File: src/rtl/vdac_sar_ctrl.sv
// -----------------------------------------------------------------------------
// vdac_sar_ctrl
//
// Successive-approximation controller for a bank of vdac_cell tri-state DAC
// slices. A conversion resolves the sign first and then each magnitude bit,
// MSB first. Every step drives a trial code onto the slices, waits for the DAC
// to settle, samples the synchronised comparator, and keeps or clears the
// trial bit. The result is reported in sign-magnitude form.
//
// Parameters:
//   DAC_BITS       result width (sign + DAC_BITS-1 magnitude bits), >= 2
//   SETTLE_CYCLES  settle cycles before each decision, >= 2 so that the
//                  two-flop comparator synchroniser has caught up
//
// Ports:
//   i_clk          clock for all logic
//   i_rst_n        asynchronous active-low reset
//   i_start        conversion request, only honoured while idle
//   i_cmp          asynchronous comparator (1: sensed voltage above DAC)
//   o_dac_sign     common i_sign for every slice
//   o_dac_data     per-magnitude-bit i_data
//   o_dac_enable   per-magnitude-bit i_enable
//   o_busy         conversion in progress (settle/decide phases)
//   o_done         one-cycle pulse when o_result updates
//   o_result       {sign, magnitude} of the last completed conversion
//
// Build option:
//   VDAC_SAR_HOLD_EN  when defined, the final code stays applied to the DAC
//                     (enables held high) after the first completed
//                     conversion, until the next start or reset. When
//                     undefined, the slices float between conversions.
// -----------------------------------------------------------------------------
module vdac_sar_ctrl #(
   parameter int DAC_BITS      = 6,
   parameter int SETTLE_CYCLES = 4
) (
   input  logic                i_clk,
   input  logic                i_rst_n,
   input  logic                i_start,
   input  logic                i_cmp,
   output logic                o_dac_sign,
   output logic [DAC_BITS-2:0] o_dac_data,
   output logic [DAC_BITS-2:0] o_dac_enable,
   output logic                o_busy,
   output logic                o_done,
   output logic [DAC_BITS-1:0] o_result
);

   localparam int MAG_BITS = DAC_BITS - 1;
   // Step index width; a single magnitude bit still needs a 1-bit index.
   localparam int KW = (MAG_BITS > 1) ? $clog2(MAG_BITS) : 1;
   localparam int CW = (SETTLE_CYCLES > 1) ? $clog2(SETTLE_CYCLES) : 1;

   localparam logic [KW-1:0] K_TOP    = KW'(MAG_BITS - 1);
   localparam logic [CW-1:0] CNT_LAST = CW'(SETTLE_CYCLES - 1);

   typedef enum logic [1:0] {
      ST_IDLE,
      ST_SETTLE,
      ST_DECIDE,
      ST_DONE
   } state_t;

   // ------------------------------------------------------------------
   // State and trial registers
   // ------------------------------------------------------------------
   state_t              state_q,     state_d;
   logic                sign_q,      sign_d;
   logic [MAG_BITS-1:0] mag_q,       mag_d;
   logic [KW-1:0]       k_q,         k_d;
   logic                sign_step_q, sign_step_d;
   logic [CW-1:0]       cnt_q,       cnt_d;

   // Comparator synchroniser
   logic                cmp_s1_q,    cmp_s1_d;
   logic                cmp_s2_q,    cmp_s2_d;

   // Registered outputs
   logic                dac_sign_q,   dac_sign_d;
   logic [MAG_BITS-1:0] dac_data_q,   dac_data_d;
   logic [MAG_BITS-1:0] dac_enable_q, dac_enable_d;
   logic                busy_q,       busy_d;
   logic                done_q,       done_d;
   logic [DAC_BITS-1:0] result_q,     result_d;

`ifdef VDAC_SAR_HOLD_EN
   // Set once any conversion has completed; cleared only by reset.
   logic                held_q,       held_d;
`endif

   logic                keep_bit;
   logic [KW-1:0]       k_dec;
   logic                enable_on_d;

   // A magnitude trial bit survives when the comparator agrees with the
   // sign: for a positive code the input must still be above the DAC, for
   // a negative code it must be at or below it.
   assign keep_bit = (sign_q & cmp_s2_q) | (~sign_q & ~cmp_s2_q);
   assign k_dec    = k_q - KW'(1);

   // ------------------------------------------------------------------
   // Next-state logic
   // ------------------------------------------------------------------
   always_comb begin
      state_d     = state_q;
      sign_d      = sign_q;
      mag_d       = mag_q;
      k_d         = k_q;
      sign_step_d = sign_step_q;
      cnt_d       = cnt_q;
      result_d    = result_q;
      done_d      = 1'b0;
      cmp_s1_d    = i_cmp;
      cmp_s2_d    = cmp_s1_q;
`ifdef VDAC_SAR_HOLD_EN
      held_d      = held_q;
`endif

      case (state_q)
         ST_IDLE: begin
            if (i_start) begin
               sign_d      = 1'b0;
               mag_d       = '0;
               sign_step_d = 1'b1;
               k_d         = K_TOP;
               cnt_d       = '0;
               state_d     = ST_SETTLE;
            end
         end

         ST_SETTLE: begin
            if (cnt_q == CNT_LAST) begin
               cnt_d   = '0;
               state_d = ST_DECIDE;
            end else begin
               cnt_d = cnt_q + CW'(1);
            end
         end

         ST_DECIDE: begin
            if (sign_step_q) begin
               // Zero code was applied: comparator directly gives the sign.
               sign_d           = cmp_s2_q;
               mag_d[K_TOP]     = 1'b1;
               sign_step_d      = 1'b0;
               state_d          = ST_SETTLE;
            end else begin
               mag_d[k_q] = keep_bit;
               if (k_q != '0) begin
                  mag_d[k_dec] = 1'b1;
                  k_d          = k_dec;
                  state_d      = ST_SETTLE;
               end else begin
                  // Result and done are registered on entry so they are
                  // visible during the single DONE cycle.
                  result_d = {sign_q, mag_d};
                  done_d   = 1'b1;
                  state_d  = ST_DONE;
`ifdef VDAC_SAR_HOLD_EN
                  held_d   = 1'b1;
`endif
               end
            end
         end

         ST_DONE: begin
            // A start arriving here is dropped on purpose; it only counts
            // if it is still present once the FSM is back in IDLE.
            state_d = ST_IDLE;
         end

         default: begin
            state_d = ST_IDLE;
         end
      endcase
   end

   // ------------------------------------------------------------------
   // Output decode, computed from next-state values so the registered
   // outputs line up with the state they describe.
   // ------------------------------------------------------------------
   assign busy_d     = (state_d == ST_SETTLE) || (state_d == ST_DECIDE);
   assign dac_sign_d = sign_d;

`ifdef VDAC_SAR_HOLD_EN
   // Drive the slices whenever a conversion is running or has finished at
   // least once, so the last code remains applied between conversions.
   assign enable_on_d = (state_d != ST_IDLE) || held_d;
`else
   assign enable_on_d = busy_d;
`endif

   // Slice mapping: a set magnitude bit pulls its slice to the rail chosen
   // by the sign, a clear bit leaves it at mid-level. With sign=0 that means
   // i_data is the inverted magnitude bit.
   generate
      for (genvar gi = 0; gi < MAG_BITS; gi++) begin : g_slice
         assign dac_data_d[gi]   = sign_d ? mag_d[gi] : ~mag_d[gi];
         assign dac_enable_d[gi] = enable_on_d;
      end
   endgenerate

   // ------------------------------------------------------------------
   // Registers
   // ------------------------------------------------------------------
   always_ff @(posedge i_clk or negedge i_rst_n) begin
      if (!i_rst_n) begin
         state_q      <= ST_IDLE;
         sign_q       <= 1'b0;
         mag_q        <= '0;
         k_q          <= '0;
         sign_step_q  <= 1'b0;
         cnt_q        <= '0;
         cmp_s1_q     <= 1'b0;
         cmp_s2_q     <= 1'b0;
         dac_sign_q   <= 1'b0;
         dac_data_q   <= '1;
         dac_enable_q <= '0;
         busy_q       <= 1'b0;
         done_q       <= 1'b0;
         result_q     <= '0;
`ifdef VDAC_SAR_HOLD_EN
         held_q       <= 1'b0;
`endif
      end else begin
         state_q      <= state_d;
         sign_q       <= sign_d;
         mag_q        <= mag_d;
         k_q          <= k_d;
         sign_step_q  <= sign_step_d;
         cnt_q        <= cnt_d;
         cmp_s1_q     <= cmp_s1_d;
         cmp_s2_q     <= cmp_s2_d;
         dac_sign_q   <= dac_sign_d;
         dac_data_q   <= dac_data_d;
         dac_enable_q <= dac_enable_d;
         busy_q       <= busy_d;
         done_q       <= done_d;
         result_q     <= result_d;
`ifdef VDAC_SAR_HOLD_EN
         held_q       <= held_d;
`endif
      end
   end

   assign o_dac_sign   = dac_sign_q;
   assign o_dac_data   = dac_data_q;
   assign o_dac_enable = dac_enable_q;
   assign o_busy       = busy_q;
   assign o_done       = done_q;
   assign o_result     = result_q;

endmodule

File: config.mk
export PLATFORM = sky130hd
export DESIGN_NAME = vdac_sar_ctrl
export DESIGN_NICKNAME = d
export VERILOG_FILES = /design/src/rtl/vdac_sar_ctrl.sv
export SDC_FILE = /design/constraint.sdc
export NUM_CORES = 1
export LEC_CHECK = 0
export BUFFER_PORTS_ARGS = -buffer_cell sky130_fd_sc_hd__buf_4
export CAP_MARGIN = 0
export CORE_MARGIN = 4
export CORE_UTILIZATION = 35
export DETAILED_ROUTE_END_ITERATION = 16
export PLACE_DENSITY_LB_ADDON = 0.08
export SYNTH_ARGS = -nofsm -noshare
export SYNTH_HDL_FRONTEND = slang
export SYNTH_SLANG_ARGS = --single-unit
File: constraint.sdc
create_clock -name i_clk -period 1.9 [get_ports i_clk]
set_input_delay 0.19 -clock i_clk [delete_from_list [all_inputs] [get_ports i_clk]]
set_output_delay 0.19 -clock i_clk [all_outputs]
set_load 0.05 [all_outputs]
; After elaboration in Yosys (flattened, before gate mapping)
; Index checks and enable logic that the tools add are counted.
[totals]
out_inout_bits = 19
register_bits = 30
elab_cells = 87
input_bits = 4
[classes]
muxes = 35
n_bitwise = 13
n_addsub = 2
magnitude_cmp = 4
n_eq_ne = 9
n_reduce_logical = 11
[ops]
columns = cell, count
row1 = two-way mux 1 bit, 14
row2 = two-way mux 2 bit, 6
row3 = two-way mux 5 bit, 2
row4 = one-hot mux 5 bit (2 select lines), 1
row5 = two-way mux 3 bit, 3
row6 = NOT 1 bit, 9
row7 = "== test 2 bit, second input constant", 4
row8 = "less-than comparator 3 x 4 -> 1 bit, second input constant", 2
row9 = one-hot mux 2 bit (4 select lines), 1
row10 = demux 1 bit (select 3 bit), 2
row11 = "greater-or-equal comparator 3 x 1 -> 1 bit, second input constant", 2
row12 = "inequality test 2 bit, second input constant", 3
row13 = one-hot mux 3 bit (2 select lines), 1
row14 = bitwise mux 5 bit, 1
row15 = bitwise OR 5 bit, 1
row16 = "== test 2 x 1 -> 1 bit, second input constant", 2
row17 = two-way mux 4 bit, 1
row18 = one-hot mux 1 bit (2 select lines), 2
row19 = one-hot mux 2 bit (2 select lines), 1
row20 = AND reduction 2 bit, 2
row21 = AND reduction 4 bit, 1
row22 = nonzero test 2 bit, 2
row23 = AND reduction 3 bit, 1
row24 = nonzero test 3 bit, 1
row25 = other kinds (7), 9

; Longest topological paths before layout
; Gate-level depths: netlist of run 1.
[logic_depth]
depth_word = 11
ltp_mapped = 7
mapped_depth_nobuf = 7

; Worst setup path before layout of run 1
; OpenSTA, ideal clock, no wires.
[synth_timing]
path_kind = register to register
from = register k_q[0]
to = register dac_data_q[2] (netlist: o_dac_data[2])
n_path_buf = 0
t_required_ps = 1825
arrival_time_ps = 1739
setup_time_ps = 75
path_stages_with_launch = 8
synth_period_minus_slack_ps = 1815
path_slack_ps = 85
cell_sequence = dfrtp_1 inv_2 ha_1 or3_1 a211o_2 nor2_2 a221o_2 xnor2_1
[synth_via]
elab_chain_cells = 11
elab_cells_between_ends = 19
cone_classes = add/sub (1) / order compare (4) / mux (9) / bitwise (2) / reduce/logical (3)
[synth_rtl]
columns = element, line_no
row1 = "start, declared", 70  ; logic [KW-1:0] k_q, k_d;
row2 = "start signal, assigned", 229  ; k_q <= k_d;
row3 = "subtractor 3 x 1 -> 3 bit, or another cell as far along", 99  ; assign k_dec = k_q - KW'(1);
row4 = "less-than comparator 3 x 4 -> 1 bit (not written as such), or another cell as far along", 150  ; mag_d[k_dec] = 1'b1;
row5 = logical AND 1 bit (not written as such) or two-way mux 1 bit (tied branches), "150, 148"
row6 = two-way mux 1 bit (not written as such) or demux 1 bit (select 3 bit) (tied branches), "150, 148"
row7 = demux 1 bit (select 3 bit) or bitwise mux 5 bit (tied branches), "150, 148"
row8 = bitwise OR 5 bit (no source line), --
row9 = two-way mux 5 bit *, 149  ; if (k_q != '0) begin
row10 = two-way mux 4 bit *, 141  ; if (sign_step_q) begin
row11 = one-hot mux 5 bit (2 select lines) *, 119  ; case (state_q)
row12 = named net mag_d[2], 69  ; logic [MAG_BITS-1:0] mag_q, mag_d;
row13 = NOT 1 bit, 198  ; assign dac_data_d[gi] = sign_d ? mag_d[gi] : ~mag_d[gi];
row14 = two-way mux 1 bit *, 198
row15 = named net dac_data_d[2], 80  ; logic [MAG_BITS-1:0] dac_data_q, dac_data_d;
row16 = "end signal, assigned", 235  ; dac_data_q <= dac_data_d;
row17 = "end, declared", 80
; Mark *: on every way through the listed nets, which the timed path passes. The rest lies on a longest branch.
; A chain may end at the register's enable or synchronous reset.

; Final worst setup path of run 1
; Ends and elaborated chain as after synthesis.

==> impl.org, run 1 <==
** Die
- 23 I/O pins were placed.
- Core outline area :: 0.00372 sq mm
- Initial standard-cell utilization of the core :: 0.367
- The die covers 0.00496 sq mm.
- Die X-Extent :: 70.4 microns
- Floorplan die height :: 70.4 microns
- Floorplan row count :: 22

** Drt
- In the routed layout, each cell is associated on average with a via count of 4.75.
- Across all layers, the routed design uses 965 vias.
- Remaining number of nets flagged by the antenna check after routing :: 0
- The first routing iteration left 48 violations.
- After detailed routing, the number of remaining DRC violations is 0.
- The routed design has 2760 microns of wire.
- Dividing the detail-routed wire length by the instance count gives 13.6 microns.
- Initial DRT Pass Iterations :: 4

** Clock network
- Clock tree buffer depth :: 2
- Clock-pin slew was measured on the worst setup and hold paths at 60 ps.
- TritonCTS built the clock tree.
- H-tree depth :: 2
- Clock sink count :: 29
- Cts bufs inserted :: 5
- Root buffer cell :: sky130_fd_sc_hd__clkbuf_8
- Clock latency on the worst-skew pair, taken at its later pin, is 280 ps.

** Placed design
- At the end of routability-driven placement, the weighted congestion stood at 0.766.
- Placed Instance Area :: 0.00156 sq mm
- Number of placed instances with taps included :: 193
- After legalization and detailed placement, the total HPWL measured 1970 microns.
- Total of buffers placed on input and output ports :: 22

** Critical path
- Required time of the critical path :: 2100 ps
- Critical Path, Cell by Cell :: inv_2, ha_2, or3_1, a211o_4, nor2_2, a221o_2, xnor2_1
- In this design, the largest share of critical-path delay is due to compound AO/OA/AOI/OAI gates.
- Register-to-register path setup slack :: 50 ps
- STA classifies the critical path endpoint as a register.
- The endpoint identified for the worst register-to-register timing path is o_dac_data[2].
- STA classifies the critical path startpoint as a register.
- For this run, the slowest stage of the critical path takes 360 ps.
- R2R Path Start :: k_q[0]
- Category of the most critical setup path :: register to register
- Counting cells, the worst reg-to-reg path comes to 7.
- On the critical path, the stage with the largest delay is an instance of sky130_fd_sc_hd__dfrtp_1.
- Data arrival at the endpoint of the critical path :: 2040 ps
- Together, buffers and inverters on the worst path number 1.
- Along the worst path, the maximum fanout reaches 6.

** Layout
- From synthesis to final layout, the design area changed by 24.1%.
- Final cell area excluding filler cells :: 0.00169 sq mm
- Final core utilization :: 0.455
- Across the whole layout, storage elements account for 732 sq um.
- The multi-input combinational cells in the finished layout cover a total of 566 sq um.
- Antenna cell count :: 0
- Share of post-route cells with drive strength above 1 :: 0.323
- Fin nets :: 161
- The layout has 365 filler cells.
- The finished layout holds 203 standard cells, fillers aside.

** Min path
- In this run the most critical hold path is launched from i_cmp.
- Class of the worst hold path :: input pin to register
- Counting instances, the worst hold path has a depth of 1.
- The path with the worst hold slack has its endpoint at cmp_s1_q.

** STA
- Count of endpoints failing hold in the final timing report :: 0
- In this run the tightest slew margin relative to its limit is 0.701.
- Number of slew-limit violations in the final report :: 0
- Min Clock Period, post-route :: 1850 ps
- Between clock sinks in the finished design, the worst skew comes to 5.86 ps.
- Setup violations remaining at the end of the flow were counted as 0.
- Final critical-path share of the clock period :: 0.971
- RSZ-0062 raised after global routing :: yes
- Highest clock frequency the design can meet :: 542 MHz
- Actual slew at the worst max-slew pin :: 445 ps

** Power
- Areal power density over the cells :: 1500 mW/mm^2
- Peak supply drop :: 431 uV
- Summed over all cells, the static leakage comes to 0.751 nW.
- Final Total Pwr :: 2.54 mW

** Global route
- First-pass GRT wire length :: 4880 microns
- Pin count of the biggest net entering global routing :: 30
- The number of antenna violations at the first check in global routing was 0.
- Combined global-route utilization of all metal layers :: 0.128
- Global routing finished with a remaining overflow of 0.
- The number of global-route vias before repair came to 1016.

** Synth
- Warnings, synthesis :: 0
- Largest area contributor in the netlist :: sky130_fd_sc_hd__dfrtp_1
- Summing every instance area after synthesis gives 0.00136 sq mm.
- In this run, synthesis produced a sequential element count of 29.
- Among all flip-flop cells after synthesis, the most frequent one is sky130_fd_sc_hd__dfrtp_1.
- Most area-consuming cells after synthesis :: sky130_fd_sc_hd__dfrtp_1 44%, sky130_fd_sc_hd__dfstp_2 9.6%, sky130_fd_sc_hd__nand2_1 5.0%
- Most common cell in the synthesized netlist :: sky130_fd_sc_hd__dfrtp_1
- Yosys mapped a number of flops with a built-in enable equal to 0.
- In this run, distinct cell masters in the synthesized netlist total 38.
- Of the post-synthesis cell area, the dominant cell type holds 0.441.
- Of the synthesized area, sequential elements account for 0.537.
- Most frequent cells after synthesis :: 24 x sky130_fd_sc_hd__dfrtp_1, 18 x sky130_fd_sc_hd__nand2_1, 8 x sky130_fd_sc_hd__nor2_1
- Dividing the synthesized area by the synthesized cell count gives 10.6 sq um.
- Async set or reset register ratio after synthesis :: 1.00
- Number of instances in the synthesized netlist :: 128
- Counting every net in the synthesized netlist gives 135.

** Run
- Max-cap viol count :: 0

** Status
- Status :: finished, final reports clean
==> worst max-delay path by stage <==
| stage | startpoint | end | slack (ps) | depth (start not counted) |
|---|---|---|---|---|
| 3_3_place_gp | k_q[0] | o_dac_data[2] | 130 | 7 |
| 2_1_floorplan | k_q[0] | o_dac_data[2] | 90 | 7 |
| 4_1_cts | k_q[0] | o_dac_data[2] | 80 | 7 |
| 5_1_grt | k_q[0] | o_dac_data[1] | -7 | 6 |
| 3_5_place_dp | k_q[0] | o_dac_data[3] | 90 | 7 |
| 6_report | k_q[0] | o_dac_data[2] | 50 | 7 |
==> sequential cells by signal, summed over array words and instances, names as in the netlist <==
signal	cells
k_q	3
cmp_s2_q	1
o_dac_sign	1
o_result	6
mag_q	5
cmp_s1_q	1
o_busy	1
state_q	2
cnt_q	2
o_done	1
o_dac_data	5
sign_step_q	1
==> per-stage QoR <==
stage          setup TNS (ps)  worst slack (ps)  hold slack [ps]
3_5_place_dp                0              92.7              135
5_1_grt                 -11.4             -6.78             7.04
2_1_floorplan               0              85.4             -106
4_1_cts                     0              76.4             5.67
6_report                    0              55.0             19.0
3_3_place_gp                0               130              131
==> kinds of logic (layout without fill, tap and decap cells) <==
kind of cell,after synthesis,after routing,share of synthesized area
AOI/OAI and AO/OA,28,28,0.152
muxes,6,6,0.0441
adders and majority gates,3,3,0.0276
and+or+nand+nor,42,42,0.146
buffers and inverters,14,41,0.0551
DFF,29,29,0.537
xor gates and xnor gates,6,6,0.0386
==> cell usage in the layout (no fill, tap or decap), types with 2 or more instances in the layout <==
cell	instances
sky130_fd_sc_hd__a21oi_1	2
sky130_fd_sc_hd__a221o_2	2
sky130_fd_sc_hd__a22o_1	2
sky130_fd_sc_hd__buf_4	27
sky130_fd_sc_hd__clkbuf_8	7
sky130_fd_sc_hd__dfrtp_1	24
sky130_fd_sc_hd__dfstp_2	5
sky130_fd_sc_hd__ha_1	2
sky130_fd_sc_hd__inv_1	3
sky130_fd_sc_hd__inv_2	2
sky130_fd_sc_hd__mux2i_1	6
sky130_fd_sc_hd__nand2_1	18
sky130_fd_sc_hd__nand2b_1	6
sky130_fd_sc_hd__nor2_1	8
sky130_fd_sc_hd__nor3_1	3
sky130_fd_sc_hd__o21ai_0	3
sky130_fd_sc_hd__o21ai_1	6
sky130_fd_sc_hd__or3_1	2
sky130_fd_sc_hd__xnor2_1	6
==> area by class of cell <==
class,count,share of cell area
Clock buffer,7,0.0570
Clock inverter,1,0.00296
Inverter,5,0.0111
Multi-Input combinational cell,85,0.335
Sequential cell,29,0.433
Tap cell,48,0.0355
Timing Repair Buffer,28,0.126
==> metal layers <==
layer / wire, microns / vias up / global-route usage
li1: - / 490 / -
met1: 1310 / 458 / 0.162
met2: 1290 / 15 / 0.193
met3: 127 / 2 / 0.0504
met4: 25 / 0 / 0.0511
met5: 0 / - / 0
==> where the power goes <==
group / switching (mW) / internal, mW / total, mW
logic: 0.725 / 0.377 / 1.10
registers: 0.114 / 0.774 / 0.888
clock network: 0.223 / 0.327 / 0.549
total: 1.06 / 1.48 / 2.54
==> timing repair <==
action | 4_1_cts | 5_1_grt
endpoints found under the setup margin | 0 | 3
hold buffers | 1 | 0
endpoints found under the hold margin | 24 | 0
setup buffers | 0 | 1
resized for setup | 0 | 2
Note: power is estimated with default switching activity, not from simulation.
==> run 2, diff against run 1 <==
--- a/config.mk
+++ b/config.mk
@@ -5,6 +5,7 @@
 export SDC_FILE = /design/constraint.sdc
 export NUM_CORES = 1
 export LEC_CHECK = 0
+export ABC_AREA = 1
 export BUFFER_PORTS_ARGS = -buffer_cell sky130_fd_sc_hd__buf_4
 export CAP_MARGIN = 0
 export CORE_MARGIN = 4
==> impl.org, run 2 <==
** Drt
- The average detailed-routed wire length per instance came to 12.1 microns (-11%).
- The post-detailed-route DRC marker count is 0 (unchanged).
- Total via count in the routed design :: 1125 (+17%)
- Remaining number of nets flagged by the antenna check after routing :: 0 (unchanged)
- Total Wirelength :: 3010 microns (+9.1%)
- The vias per cell was 4.54 (-4.6%).
- Initial DRT Pass Iterations :: 4 (unchanged)
- DRC violation total after the first TritonRoute iteration :: 69 (+44%)

** Synth
- In the synthesized netlist the dominant register cell turns out to be sky130_fd_sc_hd__dfrtp_1.
- The proportion of synthesized chip area in sequential cells is 0.511 (-0.0258).
- Warnings, synthesis :: 0 (unchanged)
- The synthesized area per cell is 8.18 sq um (-23%).
- Number of flops mapped to enable cells by yosys :: 0 (unchanged)
- Number of instances in the synthesized netlist :: 175 (+37%)
- The distinct cell type count after synthesis came to 24 (-37%).
- The most common cell in the synthesized netlist is sky130_fd_sc_hd__nand2_1.
- Largest area contributor in the netlist :: sky130_fd_sc_hd__dfrtp_1
- Area share of the leading cell type in the synthesized netlist :: 0.420 (-0.0212)
- Async set or reset register ratio after synthesis :: 1.00 (unchanged)
- Most area-consuming cells after synthesis :: sky130_fd_sc_hd__dfrtp_1 42%, sky130_fd_sc_hd__nand2_1 15%, sky130_fd_sc_hd__dfstp_2 9.2%
- The register bit total from synthesis came to 29 (unchanged).
- Nets in the synthesized netlist :: 182 (+35%)
- After synthesis, the most frequently instantiated cells are 59 x sky130_fd_sc_hd__nand2_1, 24 x sky130_fd_sc_hd__dfrtp_1, 20 x sky130_fd_sc_hd__inv_1, 13 x sky130_fd_sc_hd__nand3_1, 13 x sky130_fd_sc_hd__nor2_1.
- The synthesized cell area came to 0.00143 sq mm (+5.1%).

** Power
- The power dissipated by switching net loads came to 1.37 mW (+29%).
- The leakage power of the design is 0.967 nW (+29%).
- The cell internal power dissipation came to 1.74 mW (+18%).
- The proportion of power drawn by the clock network is 0.243 (+0.027).
- The power per cell area is 1770 mW/mm^2 (+18%).
- The switching share of total power is 0.440 (+0.0222).
- The proportion of power drawn by combinational gates was 0.463 (+0.029).
- Peak supply drop :: 693 uV (+61%)
- The share of total power in sequential cells came to 0.294 (-0.056).

** Min path
- End of the worst hold path :: cmp_s1_q
- The tightest min-delay check is of the input pin to register type.
- The worst hold path begins at i_cmp.
- The number of instances on the worst hold path is 1 (unchanged).

** Placed design
- Total of buffers placed on input and output ports :: 22 (unchanged)
- The half-perimeter wire length after placement is 2340 microns (+19%).
- Placer's final routability congestion estimate :: 0.781 (+2.0%)

** Critical path
- Most numerous cell on the critical path :: sky130_fd_sc_hd__nand2_1
- STA classifies the critical path endpoint as a register.
- The reg2reg setup slack came to 260 ps (+210 ps).
- The required time at the endpoint of the critical path is 2110 ps (about the same).
- Maximum net fanout on the critical path :: 7 (+1)
- Critical Path, Cell by Cell :: inv_1, ha_1, inv_1, nor2_1, nor2_1, nand2_1, nand2_1, nand2_1, nand2_1, nand2_1, nand2_1
- The worst register-to-register path begins at k_q[1].
- The critical path data arrival time came to 1850 ps (-190 ps).
- The worst register-to-register path ends at o_dac_data[3].
- Type of origin of the critical path :: register
- Category of the most critical setup path :: register to register
- Among all stages on the critical path, the largest delay is contributed by sky130_fd_sc_hd__dfrtp_1.
- Stage delay of the slowest cell on the critical path :: 400 ps (+40 ps)
- The depth of the worst register-to-register path came to 11 (+4).

** STA
- Setup TNS after final layout :: 0 ps (unchanged)
- The highest achievable clock rate was 611 MHz (+13%).
- Count of endpoints failing hold in the final timing report :: 0 (unchanged)
- Min Clock Period, post-route :: 1640 ps (-207 ps)
- RSZ-0062 raised after global routing :: no
- Worst clock skew :: 5.11 ps (-0.752 ps)
- Number of slew-limit violations in the final report :: 0 (unchanged)
- Final critical-path share of the clock period :: 0.862 (-0.109)
- The count of final setup violators was 0 (unchanged).
- Headroom to the max-slew limit :: 0.753 (+0.0520)
- Actual slew at the worst max-slew pin :: 370 ps (-74.8 ps)

** Layout
- Share of post-route cells with drive strength above 1 :: 0.255 (-0.0676)
- Final core utilization :: 0.463 (+0.00790)
- Sequential cell area :: 732 sq um (unchanged)
- The library cell used most frequently in the layout, excluding fill and tap cells, is sky130_fd_sc_hd__nand2_1.
- The area growth from synthesis to layout is 22.8%.
- The final net count came to 206 (+28%).
- The flip-flop count of the largest register, all copies and words added came to 6 (unchanged).
- The library cells used most frequently in the layout, excluding fill and tap cells, are 59 x sky130_fd_sc_hd__nand2_1, 24 x sky130_fd_sc_hd__dfrtp_1, 22 x sky130_fd_sc_hd__buf_4.
- Number of fill cells in the layout :: 381 (+4.4%)
- Antenna cell count :: 0 (unchanged)
- The area of the multi-input gates came to 559 sq um (-1.1%).

** Run
- The number of violations of the max-capacitance limit is 0 (unchanged).

** Die
- The height of the chip is 72.0 microns (+2.2%).
- The floorplan die width came to 72.0 microns (+2.2%).
- The area enclosed by the die boundary is 0.00518 sq mm (+4.5%).
- The number of top-level design ports was 23 (unchanged).
- The number of rows created at floorplan is 22 (unchanged).
- Core outline area :: 0.00380 sq mm (+2.2%)
- Initial standard-cell utilization of the core :: 0.377 (+0.0101)

** Global route
- Global route total overflow :: 0 (unchanged)
- The global-route usage over all layers was 0.133 (+0.00523).
- The number of global-route vias before repair is 1125 (+11%).
- The pin count of the biggest net entering global routing was 30 (unchanged).
- The wire length of the first global-routing pass was 5240 microns (+7.4%).
- Initial antenna violation count :: 0 (unchanged)

** Clock network
- Clock sink count :: 29 (unchanged)
- CTS tree :: done
- H-tree depth :: 2 (unchanged)
- Root buffer cell :: sky130_fd_sc_hd__clkbuf_8
- Cts bufs inserted :: 5 (unchanged)
- Clock tree buffer depth :: 2 (unchanged)
- Clock transition at the registers of the reported paths :: 70 ps (about the same)
- The later-pin clock latency in the skew report was 280 ps (about the same).

** Status
- The run finished with clean final reports.
==> run 2: cell count changes in the layout (fill, tap and decap cells not counted), sizes merged, moves of 3 or more <==
cell and change:
mux2i -6, inv +21, nor3 -3, nand2b -7, buf -5, nand2 +45
xnor2 -6, nor2 +5, nand3 +14, a221o -3
==> run 2: metal layers <==
metal	GRT usage	up-vias	wire, microns
li1	-	585	-
met1	0.173	518	1450
met2	0.208	18	1370
met3	0.0443	4	159
met4	0.0438	0	30
met5	0	-	0
==> run 2: critical path, delay by kind of cell, from the launching register on <==
family                   cells  cell delay [ps]
adder cells (fa/ha/maj)      1              230
buffers and inverters        2              230
flip-flops                   1              400
AND/OR/NAND/NOR              8              710
==> run 2: cell families after synthesis <==
logic type,synth area share
and+or+nand+nor,0.274
buffers and inverters,0.0979
DFF,0.511
AOI/OAI and AO/OA,0.0900
adders and majority gates,0.0262
==> run 2: what timing repair did <==
action / 4_1_cts / 5_1_grt
hold buffers: 1 / 0
setup buffers: 0 / 0
endpoints found under the hold margin: 24 / 0
resized for setup: 0 / 0
==> run 2: final cells by class <==
cell class | instances | share of cell area
clock buffer | 5 | 0.0391
clock inverter | 3 | 0.0370
inverter | 26 | 0.0555
multi-input combinational | 114 | 0.318
sequential | 29 | 0.416
tap | 48 | 0.0342
timing repair buffer | 23 | 0.0996
==> run 2: power by group through the flow <==
stage               logic [mW]  registers [mW]  clock network, mW
floorplan                0.860            1.19                  0
global placement          1.46           0.922                  0
detailed placement        1.45           0.928                  0
CTS                       1.46           0.918              0.775
global route              1.58           0.941              0.809
finish                    1.44           0.916              0.757
==> run 2: stage by stage <==
step,total power [mW],instances,cell area (sq um),setup WS [ps],hold WS [ps]
floorplan,2.05,175,1430,424,-106
global placement,2.38,239,1610,281,132
detailed placement,2.38,239,1610,275,137
CTS,3.15,248,1760,270,7.91
global route,3.33,248,1760,78.2,3.17
finish,3.11,248,1760,262,17.8
==> run 2: how the worst max path moves through the flow <==
stage | start | to
after floorplan | o_dac_sign | o_dac_data[3]
after global placement | k_q[1] | o_dac_data[3]
after detailed placement | k_q[1] | o_dac_data[3]
after CTS | k_q[1] | o_dac_data[3]
after global routing | k_q[1] | o_dac_data[3]
final | k_q[1] | o_dac_data[3]
==> run 3, diff against run 2 <==
==> constraint.sdc (replaced) <==
create_clock -name i_clk -period 1.4 [get_ports i_clk]
set_input_delay 0.14 -clock i_clk [delete_from_list [all_inputs] [get_ports i_clk]]
set_output_delay 0.14 -clock i_clk [all_outputs]
set_load 0.05 [all_outputs]
==> impl.org, run 3 (same netlist as run 2, synthesis figures left out) <==
** Status
- Status :: finished, violations left
- The checks that failed: negative setup slack.

** Die
- Die X-Extent :: 72.0 microns (unchanged)
- Area enclosed by the die boundary :: 0.00518 sq mm (unchanged)
- Initial standard-cell utilization of the core :: 0.377 (unchanged)
- Core outline area :: 0.00380 sq mm (unchanged)
- The number of rows created at floorplan was 22 (unchanged).
- I/O pin count :: 23 (unchanged)
- Floorplan die height :: 72.0 microns (unchanged)

** Layout
- Most frequent cells in the layout :: 48 x sky130_fd_sc_hd__nand2_1, 38 x sky130_fd_sc_hd__buf_4, 22 x sky130_fd_sc_hd__dfrtp_1
- The fraction of layout instances using a drive strength above 1 is 0.443 (+0.188).
- The flip-flop count of the largest register, all copies and words added is 6 (unchanged).
- Area growth from synthesis to layout :: 38.5%
- The final net count came to 225 (+9.2%).
- Most common library cell in the layout ignoring fill and taps :: sky130_fd_sc_hd__nand2_1
- The antenna diode count came to 0 (unchanged).

** Clock network
- Clock tree buffer depth :: 2 (unchanged)
- Clock transition at the registers of the reported paths :: 70 ps (about the same)
- The CTS buffer count came to 5 (unchanged).
- Root buffer cell :: sky130_fd_sc_hd__clkbuf_8
- H-tree depth :: 2 (unchanged)
- Clock insertion delay at the later pin of the skew report :: 280 ps (about the same)
- The sink count of the clock tree is 29 (unchanged).
- CTS tree :: done

** Placed design
- The half-perimeter wire length after placement is 2420 microns (+3.3%).
- The count of port buffers added during placement is 22 (unchanged).
- Placer's final routability congestion estimate :: 0.860 (+10%)
- Pre-CTS WS :: -44.7 ps (-319 ps)

** Drt
- Per-cell routed wire length :: 12.0 microns (-0.85%)
- Remaining number of nets flagged by the antenna check after routing :: 0 (unchanged)
- Final routed DRC violation total :: 0 (unchanged)
- The detailed-routing iteration count for the pre-antenna-repair pass is 4 (unchanged).
- Total via count in the routed design :: 1226 (+9.0%)
- The final wirelength came to 3210 microns (+6.7%).
- Drt via density :: 4.59 (+1.2%)
- The number of design-rule violations left by the first detailed-router iteration is 46 (-33%).

** Critical path
- Maximum net fanout on the critical path :: 4 (-3)
- Category of the most critical setup path :: register to register
- Required time of the critical path :: 1620 ps (-490 ps)
- Most numerous cell on the critical path :: sky130_fd_sc_hd__nand2_1
- The biggest cell delay along the critical path was 390 ps (about the same).
- The worst setup path is captured at a register.
- The critical path data arrival time was 1620 ps (-230 ps).
- The largest individual stage delay along the critical path comes from the cell sky130_fd_sc_hd__dfrtp_1.
- Traced cell by cell, the critical path runs through inv_2, ha_4, inv_2, nand2_2, nand2_4, nor2_2, nand2_1, nand2_1, nand2_1, nand2_1, nand2_1, nand2_1.
- The worst setup path is launched from a register.

** Global route
- Pin count of the biggest net entering global routing :: 30 (unchanged)
- Combined global-route utilization of all metal layers :: 0.142 (+0.00973)
- The wire length of the first global-routing pass is 5800 microns (+11%).
- Initial antenna violation count :: 0 (unchanged)
- Global route total overflow :: 0 (unchanged)
- Vias in the first global route :: 1299 (+15%)

** STA
- The least setup slack across all paths after layout was -1.95 ps (-264 ps).
- The time the final worst path needs with I/O delays and setup came to 1400 ps (-236 ps).
- Actual slew at the worst max-slew pin :: 353 ps (-16.6 ps)
- Count of endpoints failing hold in the final timing report :: 0 (unchanged)
- The post-route fraction of the period consumed by the critical path is 1.00 (+0.139).
- Setup repair after global routing could not meet its margin everywhere.
- The count of final setup violators was 1 (+1).
- The highest achievable clock rate was 713 MHz (+17%).
- The max-slew violation count is 0 (unchanged).
- The final setup skew was 4.14 ps (-0.970 ps).
- The worst slew margin relative to its limit was 0.764 (+0.0110).

** Min path
- The path class of the tightest hold or removal check is input pin to register.

** Power
- The post-route total power came to 4.32 mW (+39%).
- The largest vdd supply drop was 1010 uV (+46%).
- Reported leakage power :: 1.04 nW (+7.6%)
- Areal power density over the cells :: 2180 mW/mm^2 (+23%)

** Run
- The number of violations of the max-capacitance limit is 0 (unchanged).
[run 3: report_power, final]
group	total, mW	internal, mW	switching, mW
Sequential	1.25	1.09	0.154
Clock	0.672	0.342	0.330
Combinational	2.40	0.849	1.55
[run 3: metal layers]
layer / track usage / vias to the layer above / part of all wire
li1: - / 624 / -
met1: 0.175 / 583 / 0.48
met2: 0.241 / 14 / 0.48
met3: 0.0374 / 5 / 0.028
met4: 0.0522 / 0 / 0.0097
met5: 0 / - / 0
[run 3: path summary, 6_finish.rpt]
| path | from | endpoint | slack [ps] | depth (start not counted) |
|---|---|---|---|---|
| setup / recovery | k_q[0] | o_dac_data[1] | -2 | 12 |
| hold / removal | i_start | sign_step_q | 210 | 3 |
| setup reg to reg | k_q[0] | o_dac_data[1] | -2 | 12 |
| hold reg to reg | cmp_s1_q | cmp_s2_q | 360 | 0 |
| max in group asynchronous | i_rst_n | o_dac_data[3] | 780 | 2 |
| min in group asynchronous | i_rst_n | k_q[0] | 310 | 2 |
[run 3: worst max-delay path, delay by kind of cell, from the launching register on]
family | cells | cell delay [ps]
adders and majority gates | 1 | 150
buffers and inverters | 2 | 150
DFF | 1 | 390
and+or+nand+nor | 9 | 640
[run 3: timing repair]
item	4_1_cts	5_1_grt
hold endpoints to repair	25	0
hold buffers	2	0
endpoints found under the setup margin	7	17
pin swaps	7	9
buffers inserted	3	1
resized for setup	11	27
[run 3: per-stage QoR]
step           setup TNS [ps]  instance area (sq um)  instances   util  hold slack (ps)
2_1_floorplan               0                   1440        175      -             -156
3_3_place_gp            -42.2                   1720        253  0.454             80.9
3_5_place_dp            -77.2                   1720        253  0.454             85.2
4_1_cts                 -14.8                   1890        266  0.498              216
5_1_grt                  -621                   1980        267  0.522              224
6_report                -1.95                   1980        267  0.522              211
[run 3: layout make-up]
class                           count  area, sq um
Timing Repair Buffer               42          328
Sequential cell                    29          734
Fill cell                         373         1820
Tap cell                           48         60.1
Clock buffer                        5         68.8
Inverter                           26          103
Clock inverter                      3         17.5
Multi-Input combinational cell    114          672
